## src/rtl/full_adder_2ha_pkg.sv

```systemverilog
// Shared constants for the half-adder based ripple adder.
// Holds the default parameter values and the reset values of the output register.
package full_adder_2ha_pkg;

  localparam int unsigned DEFAULT_WIDTH   = 1;
  localparam bit          DEFAULT_OUT_REG = 1'b1;

  localparam logic RESET_CARRY = 1'b0;
  localparam logic RESET_VALID = 1'b0;

endpackage

```

## src/rtl/full_adder_2ha_half_adder.sv

```systemverilog
// Half adder cell: s = a ^ b, co = a & b.
// Two of these cells plus an OR gate form one full-adder bit of the ripple chain.
module half_adder (
  input  logic a,
  input  logic b,
  output logic s,
  output logic co
);

  assign s  = a ^ b;
  assign co = a & b;

endmodule

```

## src/rtl/full_adder_2ha.sv

```systemverilog
// Ripple-carry adder {Carry, Sum} = a + b + c built from half-adder cells,
// with an optional output register stage (OUT_REG=1 gives latency 1).
module full_adder_2ha
  import full_adder_2ha_pkg::*;
#(
  parameter int unsigned WIDTH   = DEFAULT_WIDTH,
  parameter bit          OUT_REG = DEFAULT_OUT_REG
) (
  input  logic             clk,
  input  logic             rst,
  input  logic             in_valid,
  input  logic [WIDTH-1:0] a,
  input  logic [WIDTH-1:0] b,
  input  logic             c,
  output logic             out_valid,
  output logic [WIDTH-1:0] Sum,
  output logic             Carry
);

  // Handshake: in_valid qualifies a/b/c in the cycle it is high; there is no
  // ready, so an operand is accepted every cycle. out_valid marks the cycle in
  // which Sum/Carry carry the result of a qualified input.

  logic [WIDTH-1:0] sum_comb;
  logic             carry_comb;

  for (genvar i = 0; i < int'(WIDTH); i++) begin : g_cell
    logic cin;
    logic cout;
    logic s0;
    logic c0;
    logic c1;

    if (i == 0) begin : g_first
      assign cin = c;
    end else begin : g_rest
      assign cin = g_cell[i-1].cout;
    end

    half_adder u_ha0 (.a(a[i]), .b(b[i]), .s(s0), .co(c0));
    half_adder u_ha1 (.a(s0), .b(cin), .s(sum_comb[i]), .co(c1));

    assign cout = c0 | c1;
  end

  assign carry_comb = g_cell[WIDTH-1].cout;

  if (OUT_REG) begin : g_reg
    logic [WIDTH-1:0] sum_d;
    logic [WIDTH-1:0] sum_q;
    logic             carry_d;
    logic             carry_q;
    logic             valid_d;
    logic             valid_q;

    // Idle cycles keep the last result so downstream logic never sees X.
    always_comb begin
      sum_d   = sum_q;
      carry_d = carry_q;
      valid_d = 1'b0;
      if (in_valid) begin
        sum_d   = sum_comb;
        carry_d = carry_comb;
        valid_d = 1'b1;
      end
    end

    always_ff @(posedge clk) begin
      if (rst) begin
        sum_q   <= '0;
        carry_q <= RESET_CARRY;
        valid_q <= RESET_VALID;
      end else begin
        sum_q   <= sum_d;
        carry_q <= carry_d;
        valid_q <= valid_d;
      end
    end

    assign Sum       = sum_q;
    assign Carry     = carry_q;
    assign out_valid = valid_q;
  end else begin : g_comb
    assign Sum       = sum_comb;
    assign Carry     = carry_comb;
    assign out_valid = in_valid & ~rst;
  end

endmodule

```

## config.mk

```make
export PLATFORM = sky130hd
export DESIGN_NAME = full_adder_2ha
export DESIGN_NICKNAME = d
export VERILOG_FILES = /design/src/rtl/full_adder_2ha_pkg.sv /design/src/rtl/full_adder_2ha_half_adder.sv /design/src/rtl/full_adder_2ha.sv
export SDC_FILE = /design/constraint.sdc
export NUM_CORES = 1
export LEC_CHECK = 0
export CAP_MARGIN = 20
export CORE_AREA = 2 2 39 41
export CTS_CLUSTER_DIAMETER = 40
export DETAILED_ROUTE_END_ITERATION = 8
export DIE_AREA = 0 0 41 43
export RECOVER_POWER = 100
export SLEW_MARGIN = 40
export SYNTH_ARGS = -nofsm -noshare
export SYNTH_HDL_FRONTEND = slang
export SYNTH_HIERARCHICAL = 1
export SYNTH_SLANG_ARGS = --single-unit
```

## constraint.sdc

```tcl
create_clock -name clk -period 2 [get_ports clk]
set_clock_uncertainty 0.05 [all_clocks]
set_input_delay 0.6 -clock clk [delete_from_list [all_inputs] [get_ports clk]]
set_output_delay 0.6 -clock clk [all_outputs]
set_load 0.05 [all_outputs]
```

==> results of run 1 <==
## flip-flops by register name (all words and copies together), names as in the netlist
register	cells
Sum	1
out_valid	1
Carry	1
## critical path, stage by stage
cell and delay, ns:
clkdlybuf4s50_1 0.40, ha_1 0.29, ha_1 0.29, mux2i_1 0.13
nor2_1 0.05
## cell families after synthesis
family,after synthesis
AO/OA/AOI/OAI,1
adder cells (fa/ha/maj),2
flip-flops,3
multiplexers,1
AND/OR/NAND/NOR,4
## stage by stage
step                      power [mW]  utilization  hold WS, ns
after floorplan               0.0922            -        0.622
after global placement         0.112        0.154        0.432
after detailed placement       0.112        0.154        0.446
after CTS                      0.224        0.173        0.453
after global routing           0.228        0.165        0.521
final                          0.212        0.165        0.450
## power by group
group          leakage, nW  total (mW)  switching [mW]  internal [mW]
Combinational       0.0539      0.0397          0.0242         0.0155
Sequential          0.0249      0.0668         0.00208         0.0647
Clock               0.0150       0.105          0.0305         0.0747
## synthesized netlist by cell type
cell / number / share of area
dfxtp_1: 3 / 0.50
mux2i_1: 1 / 0.083
ha_1: 2 / 0.21
a211oi_1: 1 / 0.063
nor2_1: 3 / 0.094
nor2b_1: 1 / 0.052
## routing by layer
layer / GRT usage / vias to the layer above
met5: 0 / -
met4: 0.0600 / 0
met3: 0.0471 / 0
met2: 0.0625 / 6
met1: 0.0319 / 44
li1: - / 61
## final timing paths
check | startpoint | to | slack [ns] | cells after the start
setup / recovery | a | Sum | 0.31 | 5
hold / removal | Carry | Carry | 0.45 | 2
setup reg to reg | Carry | Carry | 1.31 | 2
hold reg to reg | Carry | Carry | 0.45 | 2
## final cells by class
| class | count | area share |
|---|---|---|
| clock buffer | 4 | 0.115 |
| sequential | 3 | 0.264 |
| multi-input combinational | 8 | 0.264 |
| timing repair buffer | 8 | 0.269 |
| tap | 16 | 0.0879 |
==> metrics.txt, run 1 <==
final worst setup slack=0.309 ns; count of cell types in the netlist=6; Seq/Total Area, Yosys=0.500; met1 wire length=107 um; Final Setup Violations=0; clk_lat worst skew=roughly 0.23 ns; register area=60.1 sq um; Synth Area in Compound Gates=0.0625; startpoint types=input pin; area of the multi-input gates=60.1 sq um; Synth Register Bits=3; CTS sink count=3; Top Metal Used=met3; maximum vdd ir drop=between 150 and 200 uV; post-route minimum period=1.69 ns; die area=0.00176 sq mm; pre-CTS WS=about 0.068 ns; CTS Buffer Depth=2; hold_buf cts=0; initial antenna violation count=0; critical path data arrival time=approximately 1.8 ns; Rows=14; commonest non-fill, non-tap cells in the layout=clkbuf_1 (4), clkdlybuf4s50_1 (4), dfxtp_1 (3), nor2_1 (3), clkbuf_4 (3); Pleak=0.0938 nW; Cells after DPL=35; Setup TNS Final=0 ns; Total Wirelength=262 um; DR vias=~110; routed wl met2=106 um; final cell count without fillers=39; largest net degree at the start of global routing=5; worst-path fanout max=1; initial core utilization=0.0868; XOR/XNOR share of the synthesized area=0; drt initial violations=0; Rel. slew slack=0.607; filler instances=162; TritonCTS clock tree=built; Die Y=43 um; CTS Buf Count=3; max_cap viols=0; Power Dens Cells=just over 900 mW/mm^2; GRT Total Usage=0.0481; Cell Area, Synth=120 sq um; Overflow after GRT=0; gpl congestion=approximately 0.54; Simple-Gate Fraction of Synth Area=0.146; via count of the first global-routing pass=135; total number of yosys warnings=6; vias per cell=2.85; max-slew violations=0; largest family of logic cells by synthesized area=adder cells; routed length per instance=6.72 um; post_cts resized=0; I/O Pins=9; root buf cell=clkbuf_4; I/O Buffers=8; multiplexer area fraction after synthesis=0.0833; Reg clk slew, reported paths=0.04 ns; die width=41 um; critical path class=input pin to flop; met3 routed WL=48 um; Final Instance Area=approximately 230 sq um; Post-Synth Adder-Cell Area=0.208; worst slew pin tran=0.593 ns; Crit. End Element=flop; syn_nets=19; global-route wire length before repair=~460 um; Hold Vio Cnt, Final=0; Synth Instances=11; unrepaired setup endpoints after global routing=no; Post-Place Cell Area=213 sq um; post-synthesis area per instance=about 11 sq um; final worst-path cycle share=0.845; share of cells above drive strength 1=0.130; ant diodes=0; Core Footprint=approximately 0.0014 sq mm; Post-route DRC=0; Area Growth Syn to Fin=89.6%; status=finished clean; fmax=591 MHz; Worst Path Required=about 2.1 ns; DRT Pass-1 Iters=1; number of routed nets with antenna violations=0; Total Nets Final=32; worst hold path class=flop to flop; setup bufs post-CTS=0; H-Tree Level Count=1
Power figures use the tool's default switching activity.
==> inputs of run 2 (changes only) <==
- clock period: 2 -> 1.36 ns (I/O delays scaled with it)
==> run 2 against run 1 <==
First-iteration DRC count unchanged. Combinational power increased by 48%. Sequential share of layout area decreased by 0.14 points. Core utilization increased by 0.090 points. Register-to-register slack got worse by 0.65 ns. Critical endpoint unchanged.
==> metrics.txt, run 2 (synthesized netlist as in run 1, its figures left out) <==
status=finished clean; CTS Buffer Depth=2; met1 Use GR=0.0385; layer with the highest usage=met4; pre-CTS WS=-0.402 ns; sw frac=0.270; Max stage delay on crit path=0.28 ns; CP delay by family, top=adder cells; Core Footprint=0.00138 sq mm; fmax=761 MHz; largest net degree at the start of global routing=5; Hold Slack=between 0.4 and 0.5 ns; startpoint types=input pin; H-Tree Level Count=1; worst slew pin tran=0.276 ns; Rel. slew slack=0.817; M3 GR Usage=0.0576; die width=roughly 40 um; Reg clk slew, reported paths=0.04 ns; root buf cell=clkbuf_4; Total Nets Final=32; area of the multi-input gates=between 60 and 70 sq um; worst hold path class=flop to flop; final worst setup slack=approximately 0.046 ns; P_sw=0.0843 mW; ant diodes=0; Seq pwr share=0.312; clk_lat worst skew=0.23 ns; Crit. End Element=flop; I/O Buffers=8; post-route minimum period=1.31 ns; met2 Usage GRT=0.0500; initial antenna violation count=0; Worst Path Required=1.43 ns; initial core utilization=0.0868; Area Growth Syn to Fin=90.6%; die area=0.00176 sq mm; number of routed nets with antenna violations=0; Post-route DRC=0; Power Dens Cells=1360 mW/mm^2; crit-path cells=dlygate4sd2_1 -> ha_1 -> ha_1 -> mux2i_1 -> nor2_1; TritonCTS clock tree=built; CTS Buf Count=3; Overflow after GRT=0; final worst-path cycle share=0.966; DRT Pass-1 Iters=1; Total Wirelength=263 um; register area=60.1 sq um; critical path data arrival time=1.39 ns; gpl congestion=0.530; drt initial violations=0; Hold Vio Cnt, Final=0; crit path max-delay cell type=ha_1; unrepaired setup endpoints after global routing=no; hold_buf cts=0; CTS sink count=3; Clock power frac=0.499; routed length per instance=6.74 um; via count of the first global-routing pass=129; setup slack, reg-to-reg=between 0.6 and 0.7 ns; vias per cell=3.05; worst-path fanout max=1; Final Setup Violations=0; maximum vdd ir drop=261 uV; P_int=0.228 mW; share of cells above drive strength 1=0.261; Pleak=0.107 nW; combinational power share=0.189; global-route wire length before repair=469 um; CP most frequent cell=ha_1; filler instances=161; commonest non-fill, non-tap cells in the layout=dfxtp_1 (3), nor2_1 (3), clkbuf_4 (3); max-slew violations=0; Setup TNS Final=0 ns; GRT Total Usage=0.0481; Rows=14; max_cap viols=0; DR vias=119; critical path class=input pin to flop; Die Y=43 um; I/O Pins=9; Buf/Inv on CP=1
run 2: worst paths after layout:
check	cells after the start	end	from
worst max register to register	2	Carry	Carry
worst min-delay path	2	Sum	Sum
worst max-delay path	5	Sum	b
worst min register to register	2	Sum	Sum
run 2: per-stage QoR:
stage	cells	total power, mW	utilization	area [sq um]
after global routing	39	0.336	0.165	229
after CTS	39	0.349	0.198	274
after global placement	35	0.185	0.181	250
final	39	0.312	0.165	229
after detailed placement	35	0.185	0.181	250
after floorplan	11	0.136	-	120
run 2: power by group through the flow:
stage | sequential [mW] | clock (mW) | combinational [mW]
finish | 0.0975 | 0.156 | 0.0589
global route | 0.0984 | 0.174 | 0.0638
CTS | 0.101 | 0.167 | 0.0805
detailed placement | 0.103 | 0 | 0.0825
global placement | 0.103 | 0 | 0.0821
floorplan | 0.122 | 0 | 0.0131
run 2: metal layers:
metal,up-vias,wire length (um)
li1,62,-
met2,6,107
met5,-,0
met3,0,45
met1,51,110
met4,0,0
run 2: tightest hold or removal path: stages, from the launching register on:
cell and delay [ns]:
dfxtp_1 0.31, mux2i_1 0.06, nor2_1 0.09
run 2: layout make-up:
cell class / instances / share of cell area
flip-flops and latches: 3 / 0.262
multi-input cells: 8 / 0.262
clock buffers: 4 / 0.115
repair buffers: 8 / 0.273
well taps: 16 / 0.0874
run 2: repair_timing:
item                       4_1_cts  5_1_grt
buffers inserted                 0        0
setup endpoints to repair        2        0
resized for setup                2        0
==> inputs of run 3 (changes only) <==
- SYNTH_HIERARCHICAL: 1 -> not set
==> run 3 against run 2 <==
Total power shrank 0.86%. Critical endpoint is now Carry. Core utilization shrank 0.54 points. Register-to-register slack gained 0.07 ns. Count of clock-buffer cells in the layout is the same. Sequential power is essentially flat. Largest cell class unchanged. Maximum frequency grew 2.1%. Setup slack gained 0.026 ns. Highest routed layer unchanged. Critical path type is now flop to output pin.
==> metrics.txt, run 3 <==
CTS sink count=3; Commonest cells post-synth=dfxtp_1 (3), mux2i_1 (2), nor2_1 (2); Seq/Total Area, Yosys=0.527; Synth Instances=9; count of cell types in the netlist=5; commonest non-fill, non-tap cells in the layout=dfxtp_1 (3), clkbuf_4 (3), dlygate4sd2_1 (3); post-synthesis area per instance=12.7 sq um; Rows=14; Worst Path Required=roughly 0.9 ns; Crit. End Element=output pin; Hold Vio Cnt, Final=0; clk_lat worst skew=0.23 ns; global-route wire length before repair=roughly 430 um; crit path max-delay cell type=dfxtp_1; Pleak=slightly above 0.1 nW; Cells after DPL=33; Post-synth top flop=dfxtp_1; final cell count without fillers=37; status=finished clean; setup slack, reg-to-reg=roughly 0.73 ns; Post-synth EDFFs=0; max-slew violations=0; biggest area consumer among synthesized cells=dfxtp_1; min-delay src=Carry; Buf/Inv on CP=1; RR Startpoint=Carry; Die Y=43 um; number of routed nets with antenna violations=0; post_cts resized=3; I/O Pins=9; hold_buf cts=0; top cells by area, synth=dfxtp_1 (53%), fa_1 (18%), mux2i_1 (18%); Reg clk slew, reported paths=approximately 0.04 ns; maximum vdd ir drop=305 uV; Post-route DRC=0; Final Setup Violations=0; unrepaired setup endpoints after global routing=no; RR Endpoint=Carry; vias per cell=between 2 and 3; Post-Place Cell Area=244 sq um; critical path data arrival time=0.83 ns; critical path class=flop to output pin; initial core utilization=0.0823; setup bufs post-CTS=0; Yosys top cell area share=0.527; GRT Total Usage=0.0493; die area=0.00176 sq mm; Area Growth Syn to Fin=94.5%; total number of yosys warnings=0; total chip power=~0.31 mW; gpl congestion=0.589; Total Wirelength=269 um; Hold Slack=0.458 ns; drt initial violations=0; Synth Register Bits=3; via count of the first global-routing pass=103; Seq pwr share=0.316; P_int=0.226 mW; final worst setup slack=roughly 0.073 ns; largest net degree at the start of global routing=4; fmax=between 700 and 800 MHz; syn_nets=16; Min-Delay Path Depth=2; initial antenna violation count=0; Final Instance Area=221 sq um; Core Footprint=0.00138 sq mm; DRT Pass-1 Iters=1; H-Tree Level Count=1; worst slew pin tran=0.280 ns; worst-path fanout max=2; FF-to-FF path depth=2; count leader, synth=dfxtp_1; Power Dens Cells=1400 mW/mm^2; CTS Buffer Depth=2; sw frac=0.269; Total Nets Final=29; Clock power frac=0.502; ant diodes=0; DR vias=about 110; max_cap viols=0; hold endpoint=Carry; I/O Buffers=8; asr flop ratio synth=0; crit-path cells=buf_2; CTS Buf Count=3; Max stage delay on crit path=0.33 ns; P_sw=approximately 0.083 mW; CP delay by family, top=flip-flops; pre-CTS WS=-0.322 ns; Rel. slew slack=0.814; post-route minimum period=1.29 ns; final worst-path cycle share=0.946; Cell Area, Synth=~110 sq um; share of cells above drive strength 1=0.286; startpoint types=flop; die width=41 um; routed length per instance=~7.3 um; worst hold path class=flop to flop; combinational power share=0.182; Overflow after GRT=0; TritonCTS clock tree=built; root buf cell=clkbuf_4
==> run 3: changes by cell type after synthesis <==
cell,before,now
ha_1,2,0
a211oi_1,1,0
fa_1,0,1
mux2i_1,1,2
nor2_1,3,2
==> run 3: area by class of cell <==
class	count	area, sq um
sequential	3	60.1
timing repair buffer	8	61.3
fill	155	1160
multi-input combinational	6	53.8
tap	16	20.0
clock buffer	4	26.3
==> run 3: worst max path at each step <==
| stage | startpoint | endpoint | slack [ns] | depth (start not counted) |
|---|---|---|---|---|
| floorplan | a | Sum | 0.16 | 3 |
| global placement | a | Sum | -0.31 | 4 |
| global route | Sum | Sum | 0.03 | 1 |
| finish | Carry | Carry | 0.07 | 1 |
| detailed placement | a | Sum | -0.32 | 4 |
| CTS | c | Sum | 0.10 | 4 |
==> run 3: cells by family after synthesis <==
logic type,Yosys count,share of synthesized area
adders and majority gates,1,0.176
muxes,2,0.176
DFF,3,0.527
and+or+nand+nor,3,0.121
==> run 3: metrics by stage <==
| stage | TNS [ns] | utilization |
|---|---|---|
| after CTS | 0 | 0.193 |
| after global placement | -0.557 | 0.176 |
| after floorplan | 0 | - |
| after detailed placement | -0.581 | 0.176 |
| final | 0 | 0.160 |
| after global routing | 0 | 0.160 |
==> run 3: power groups by stage <==
stage | Combinational [mW] | Sequential [mW] | Clock, mW
final | 0.0564 | 0.0978 | 0.155
after global routing | 0.0607 | 0.0982 | 0.173
after CTS | 0.0762 | 0.102 | 0.166
after detailed placement | 0.0789 | 0.103 | 0
after global placement | 0.0776 | 0.103 | 0
after floorplan | 0.0107 | 0.121 | 0
==> run 3: layer usage <==
metal / share of wire / wire length, um / GRT usage / vias to the layer above
li1: - / - / - / 53
met1: 0.52 / 140 / 0.0550 / 43
met2: 0.29 / 79 / 0.0344 / 9
met3: 0.18 / 49 / 0.0471 / 0
met4: 0 / 0 / 0.0800 / 0
met5: 0 / 0 / 0 / -
